**config.mk**
```make
export PLATFORM = sky130hd
export DESIGN_NAME = enhanced_stopwatch_transmit_interface
export DESIGN_NICKNAME = d
export VERILOG_FILES = /design/src/rtl/enhanced_stopwatch_transmit_interface.sv
export SDC_FILE = /design/constraint.sdc
export NUM_CORES = 1
export LEC_CHECK = 0
export ABC_CLOCK_PERIOD_IN_PS = 4890
export CORE_UTILIZATION = 36
export CTS_CLUSTER_SIZE = 30
export DETAILED_ROUTE_END_ITERATION = 10
export GPL_TIMING_DRIVEN = 0
export PLACE_DENSITY_LB_ADDON = 0.2
export SLEW_MARGIN = 5
export SYNTH_ARGS = -nofsm -noshare
export SYNTH_HDL_FRONTEND = slang
export SYNTH_SLANG_ARGS = --single-unit
```
**constraint.sdc**
```tcl
create_clock -name i_clk -period 4.89 [get_ports i_clk]
set_input_delay 0.978 -clock i_clk [delete_from_list [all_inputs] [get_ports i_clk]]
set_output_delay 0.978 -clock i_clk [all_outputs]
set_load 0.01 [all_outputs]
```
**src/rtl/enhanced_stopwatch_transmit_interface.sv**
```systemverilog
// Snapshots the stopwatch time on a transmit tick and streams it as "MM:SS.T\r\n" into the UART TX FIFO.
// Define STOPWATCH_TX_DIR_CHAR_EN to prepend a '+'/'-' count-direction byte (10-byte line).
module enhanced_stopwatch_transmit_interface #(
  parameter logic [7:0] SEP_MS = 8'h3A,
  parameter logic [7:0] SEP_ST = 8'h2E
) (
  input  logic       i_clk,
  input  logic       i_reset,
  input  logic       i_start,
  input  logic       i_up,
  input  logic [3:0] i_min1,
  input  logic [3:0] i_min0,
  input  logic [3:0] i_sec1,
  input  logic [3:0] i_sec0,
  input  logic [3:0] i_tenth,
  input  logic       i_tx_full,
  output logic       o_wr,
  output logic [7:0] o_wr_data,
  output logic       o_busy,
  output logic       o_done
);

  localparam logic [1:0] IDLE = 2'd0;
  localparam logic [1:0] SEND = 2'd1;
  localparam logic [1:0] DONE = 2'd2;

`ifdef STOPWATCH_TX_DIR_CHAR_EN
  localparam int LINE_LEN = 10;
  localparam int DIG_BASE = 1;
`else
  localparam int LINE_LEN = 9;
  localparam int DIG_BASE = 0;
`endif
  localparam logic [3:0] LAST_IDX = 4'(LINE_LEN - 1);

  logic [1:0]      state_reg, state_next;
  logic [3:0]      index_reg, index_next;
  // Digit order: [4]=min1, [3]=min0, [2]=sec1, [1]=sec0, [0]=tenth
  logic [4:0][3:0] digit_reg;
  logic [4:0][7:0] digit_char;
  logic [3:0]      pos;
  logic [7:0]      char_sel;
  logic            wr;

  genvar gi;
  generate
    for (gi = 0; gi < 5; gi++) begin : g_enc
      assign digit_char[gi] = (digit_reg[gi] <= 4'd9) ? {4'h3, digit_reg[gi]} : 8'h3F;
    end
  endgenerate

`ifdef STOPWATCH_TX_DIR_CHAR_EN
  logic up_reg;

  always_ff @(posedge i_clk or posedge i_reset) begin
    if (i_reset)
      up_reg <= 1'b0;
    else if (state_reg == IDLE && i_start)
      up_reg <= i_up;
  end
`else
  logic unused_up;
  assign unused_up = i_up;
`endif

  // Position within the time portion of the line, independent of the direction byte
  assign pos = index_reg - 4'(DIG_BASE);

  always_comb begin
    char_sel = 8'h00;
    case (pos)
      4'd0:    char_sel = digit_char[4];
      4'd1:    char_sel = digit_char[3];
      4'd2:    char_sel = SEP_MS;
      4'd3:    char_sel = digit_char[2];
      4'd4:    char_sel = digit_char[1];
      4'd5:    char_sel = SEP_ST;
      4'd6:    char_sel = digit_char[0];
      4'd7:    char_sel = 8'h0D;
      4'd8:    char_sel = 8'h0A;
      default: char_sel = 8'h00;
    endcase
`ifdef STOPWATCH_TX_DIR_CHAR_EN
    if (index_reg == 4'd0)
      char_sel = up_reg ? 8'h2B : 8'h2D;
`endif
  end

  assign wr = (state_reg == SEND) && !i_tx_full;

  always_comb begin
    state_next = state_reg;
    index_next = index_reg;
    case (state_reg)
      IDLE: begin
        if (i_start) begin
          state_next = SEND;
          index_next = 4'd0;
        end
      end
      SEND: begin
        if (wr) begin
          if (index_reg == LAST_IDX) begin
            state_next = DONE;
            index_next = 4'd0;
          end else begin
            index_next = index_reg + 4'd1;
          end
        end
      end
      DONE:    state_next = IDLE;
      default: state_next = IDLE;
    endcase
  end

  always_ff @(posedge i_clk or posedge i_reset) begin
    if (i_reset) begin
      state_reg <= IDLE;
      index_reg <= 4'd0;
      digit_reg <= '0;
    end else begin
      state_reg <= state_next;
      index_reg <= index_next;
      if (state_reg == IDLE && i_start)
        digit_reg <= {i_min1, i_min0, i_sec1, i_sec0, i_tenth};
    end
  end

  assign o_wr      = wr;
  assign o_wr_data = (state_reg == SEND) ? char_sel : 8'h00;
  assign o_busy    = (state_reg == SEND);
  assign o_done    = (state_reg == DONE);

endmodule

```
# [After elaboration in Yosys (flattened, before gate mapping)]
# Cells that the tools add are included.
[op_classes] muxes=15 addsub=1 n_lt_le_gt_ge=5 eq_ne=13 reduce_logical=8
[op_table] cell="one-hot mux 6 bit (9 select lines)" n=1
[op_table] cell="two-way mux 4 bit" n=8
[op_table] cell="less-or-equal comparator 4 bit, second input constant" n=5
[op_table] cell="equality test 4 x 3 -> 1 bit, second input constant" n=4
[op_table] cell="equality test 4 x 2 -> 1 bit, second input constant" n=2
[op_table] cell="two-way mux 8 bit" n=1
[op_table] cell="one-hot mux 4 bit (2 select lines)" n=1
[op_table] cell="two-way mux 2 bit" n=3
[op_table] cell="AND reduction 3 bit" n=2
[op_table] cell="adder 4 x 1 -> 4 bit, second input constant" n=1
[op_table] cell="equality test 4 x 1 -> 1 bit, second input constant" n=1
[op_table] cell="equality test 4 bit, second input constant" n=1
[op_table] cell="logical NOT 4 bit" n=1
[op_table] cell="inequality test 2 bit, second input constant" n=2
[op_table] cell="one-hot mux 2 bit (2 select lines)" n=1
[op_table] cell="equality test 2 x 1 -> 1 bit, second input constant" n=1
[op_table] cell="equality test 2 bit, second input constant" n=1
[op_table] cell="logical AND 1 bit" n=2
[op_table] cell="logical NOT 2 bit" n=1
[op_table] cell="inequality test 2 x 1 -> 1 bit, second input constant" n=1
[op_table] cell="nonzero test 2 bit" n=1
[op_table] cell="logical NOT 1 bit" n=1
[totals] inputBits=25 register_bits=26

# [Logic depth before layout (Yosys ltp)]
[logic_depth] ltp_word=4 ltp_mapped=7 ltp_nobuf=6

# [Least setup slack after synthesis]
# Ideal clock, no wire load.
[synth_timing] path_type="reg-to-output" start="register index_reg[0]" end="output port o_wr_data[3]" arrival_time_ns=1.484 path_slack_ns=2.428 required_time_ns=3.912 stages_incl_launch_ff=7 n_path_buf=1 path_cell_list="dfrtp_1 > ha_1 > buf_2 > nor4_2 > o22ai_1 > and2_1 > a21boi_0"
[synth_between] elab_chain_len=3 word_cells_on_any_way=11
[synth_lines] element="from (decl)" line_no="37" rtl="logic [3:0] index_reg, index_next;"
[synth_lines] element="from (signal assigned)" line_no="123" rtl="index_reg <= index_next;"
[synth_lines] element="equality test 4 bit (tied with other cells)" line_no="71" rtl="case (pos)"
[synth_lines] element="one-hot mux 6 bit (9 select lines) (*)" line_no="71"
[synth_lines] element="two-way mux 8 bit (*)" line_no="130" rtl="assign o_wr_data = (state_reg == SEND) ? char_sel : 8'h00;"
[synth_lines] element="to (decl)" line_no="18" rtl="output logic [7:0] o_wr_data,"
# Every way passes the cells marked *; elsewhere a longest branch is shown, timed or not.

# [Final worst setup path]
# Same ends and word-level chain as after synthesis.

==> summary.md <==
| Metric | Value |
|---|---|
| Status | `finished, final reports clean` |
| Port Buffers | `32` |
| Final Hold Viols | `0` |
| Post-synth top flop | `dfrtp_1` |
| WL met2 | `1610 um` |
| DRC violation total after the first TritonRoute iteration | `between 80 and 90` |
| RSZ-0062 raised after global routing | `no` |
| Syn avg cell area | `between 8 and 9 um^2` |
| Total GRT Usage | `18.0%` |
| First-pass iteration count of the detailed router | `4` |
| DP Area | `between 0.0015 and 0.002 mm^2` |
| Via-to-Cell Ratio | `5.03` |
| Largest net degree at the start of global routing | `27` |
| Slew Limit Headroom | `between 30 and 40%` |
| Top cell type's share of synthesized area | `~43%` |
| Pwr per Cell Area | `624 mW/mm^2` |
| Number of buffers created by CTS | `3` |
| Endpoint class of the critical path | `output port` |
| Worst Clk Skew | `approximately 4.6 ps` |
| Die H | `67.0 um` |
| Max layer used | `met4` |
| Sum Neg Setup Slack | `0 ps` |
| Antenna violations before repair | `0` |
| Slowest stage cell, crit path | `clkdlybuf4s50_1` |
| Area contributors post-synth | `dfrtp_1 43%, nand2_1 17%, a21oi_1 4.6%` |
| Clock-pin slew on the worst setup and hold paths | `approximately 90 ps` |
| Post-synth EDFFs | `0` |
| Cells after Synth | `188` |
| Crit-path cells | `inv_1, ha_1, buf_2, a221oi_1, a21oi_1, a21oi_1, a21boi_0, clkdlybuf4s50_1` |
| Core area | `0.00403 mm^2` |
| Synth top cells by count | `68 x nand2_1, 26 x dfrtp_1, 14 x a21oi_1` |
| Period minus WS final | `between 3000 and 4000 ps` |
| M1 wire length | `about 1800 um` |
| Setup-failing EPs final | `0` |
| Fmax | `291 MHz` |
| Final core utilization | `between 40% and 50%` |
| CTS tree | `done` |
| Startpoint types | `flop` |
| Starting Density | `37.8%` |
| MaxCap Viol Count | `0` |
| Count of cell types in the netlist | `41` |
| Die area | `0.00449 mm^2` |
| Slew @ Worst Pin | `1010 ps` |
| #FFs+latches synth | `26` |
| Most numerous cell in the Yosys netlist | `nand2_1` |
| Cell Rows | `23` |
| Clk root buf | `clkbuf_8` |
| Layout Nets | `around 260` |
| Max clock buf depth | `2` |
| Hold Buf Count CTS | `0` |
| Synthesis-to-finish area growth | `29.0%` |
| Critical path class | `reg -> out` |
| VDD IR max | `approximately 220 uV` |
| IO Pins | `36` |
| Routed WL | `around 3600 um` |
| HPWL reported at the end of detailed placement | `roughly 2700 um` |
| Worst Path Arrival | `2450 ps` |
| Layout cells sized above 1 | `about 7.6%` |
| Final instance area | `approximately 0.0020 mm^2` |
| Async SR Flop Fraction | `100%` |
| Most common cell on crit path | `a21oi_1` |
| Max reg flops | `20` |
| Syn Std Cell Area | `approximately 0.0015 mm^2` |
| DRC Markers | `0` |
| Hold/Removal Path Class | `reg -> reg` |
| Cell accounting for the most synthesized area | `dfrtp_1` |
| Slowest stage delay, CP | `approximately 570 ps` |
| # resized after CTS | `0` |
| Remaining antenna violation count | `0` |
| Post-CTS Setup Bufs | `0` |
| DR vias | `1384` |
| Clk_lat worst skew | `between 200 and 300 ps` |
| Fin. max-slew vios | `0` |
| LEAKAGE | `roughly 0.91 nW` |
| Reg2Reg Setup Slack | `approximately 3300 ps` |
| Worst path required time | `approximately 3900 ps` |
| WL/cell | `12.9 um` |
| Clk sink count | `26` |
| Vias in the first global route | `around 1300` |
| Number of diodes | `0` |
| Grt total ovfl | `0` |
| Worst-path fanout max | `10` |
| GPL Wtd Cong | `roughly 0.90` |
| Crit share post-route | `70.2%` |
| Die width | `between 60 and 70 um` |
| Yosys Warn Count | `0` |
| H-tree depth | `1` |
| Hold_ws | `about 480 ps` |
| Routed wire length on met3 | `approximately 90 um` |
| First-pass GRT wire length | `around 6000 um` |
| Seq/Total Area, Yosys | `a little over two fifths` |
-- kinds of logic (layout without fill, tap and decap cells) --
kind of cell	count (synthesis)	in the layout	share of synthesized area [%]
AND/OR/NAND/NOR	93	93	27.0
AO/OA/AOI/OAI	46	46	20.9
flip-flops	26	26	42.8
adder cells (fa/ha/maj)	4	4	3.29
multiplexers	1	1	0.658
buffers and inverters	17	53	5.18
other	1	2	0.246
-- layout by cell type (no fill, tap or decap), types with 2 or more instances in the layout --
master           Yosys  routed
conb_1               1       2
clkbuf_1             3       3
a221oi_1             2       2
buf_2                6       6
o21ai_0              5       5
clkbuf_8             0       4
nand2_1             68      68
clkdlybuf4s50_1      0      32
o21a_1               4       4
nor2_1               4       4
nor2b_1              2       2
nand2b_1             3       3
o22ai_1              4       4
nor3_1               7       7
dfrtp_1             26      26
o31a_1               2       2
a21oi_1             14      14
o211ai_1             2       2
inv_1                6       6
a31oi_1              2       2
ha_1                 4       4
buf_4                2       2
-- worst max-delay path, delay by kind of cell (launching register included) --
family / cells / cell delay, ps
adder cells (fa/ha/maj): 1 / 230
AO/OA/AOI/OAI: 4 / 570
flip-flops: 1 / 450
buffers and inverters: 3 / 920
-- layer usage --
metal  GRT usage [%]  vias up
met5               0        -
met3            3.08        6
met2            27.4       23
met1            24.8      644
li1                -      711
met4            7.71        0
-- cell type report --
cell class / count / area, um^2
buffer: 11 / 56.3
sequential: 26 / 651
timing repair buffer: 32 / 320
inverter: 6 / 22.5
clock buffer: 4 / 55.1
multi-input combinational: 146 / 796
fill: 427 / 2070
tap: 50 / 62.6
-- through the flow --
step | power [mW] | cells | setup WS, ps
4_1_cts | 1.23 | 275 | 1460
3_5_place_dp | 1.09 | 271 | 1500
2_1_floorplan | 0.845 | 189 | 2430
3_3_place_gp | 1.08 | 271 | 1480
5_1_grt | 1.34 | 275 | 1350
6_report | 1.23 | 275 | 1460
-- final timing paths --
kind / to / start / cells past startpoint
max in group asynchronous: digit_reg[14] / i_reset / 2
min in group asynchronous: digit_reg[18] / i_reset / 2
worst min-delay path: digit_reg[4] / digit_reg[4] / 2
worst min register to register: digit_reg[4] / digit_reg[4] / 2
worst max-delay path: o_wr_data[3] / index_reg[0] / 8
worst max register to register: state_reg[0] / index_reg[0] / 6
-- report_power, final --
part	internal (mW)	total, mW	switching [mW]	leakage, nW
Sequential	0.313	0.418	0.105	0.324
Clock	0.0721	0.140	0.0684	0.0288
Combinational	0.322	0.667	0.346	0.558
Total	0.707	1.23	0.519	0.911
(Power assumes the default switching activity.)
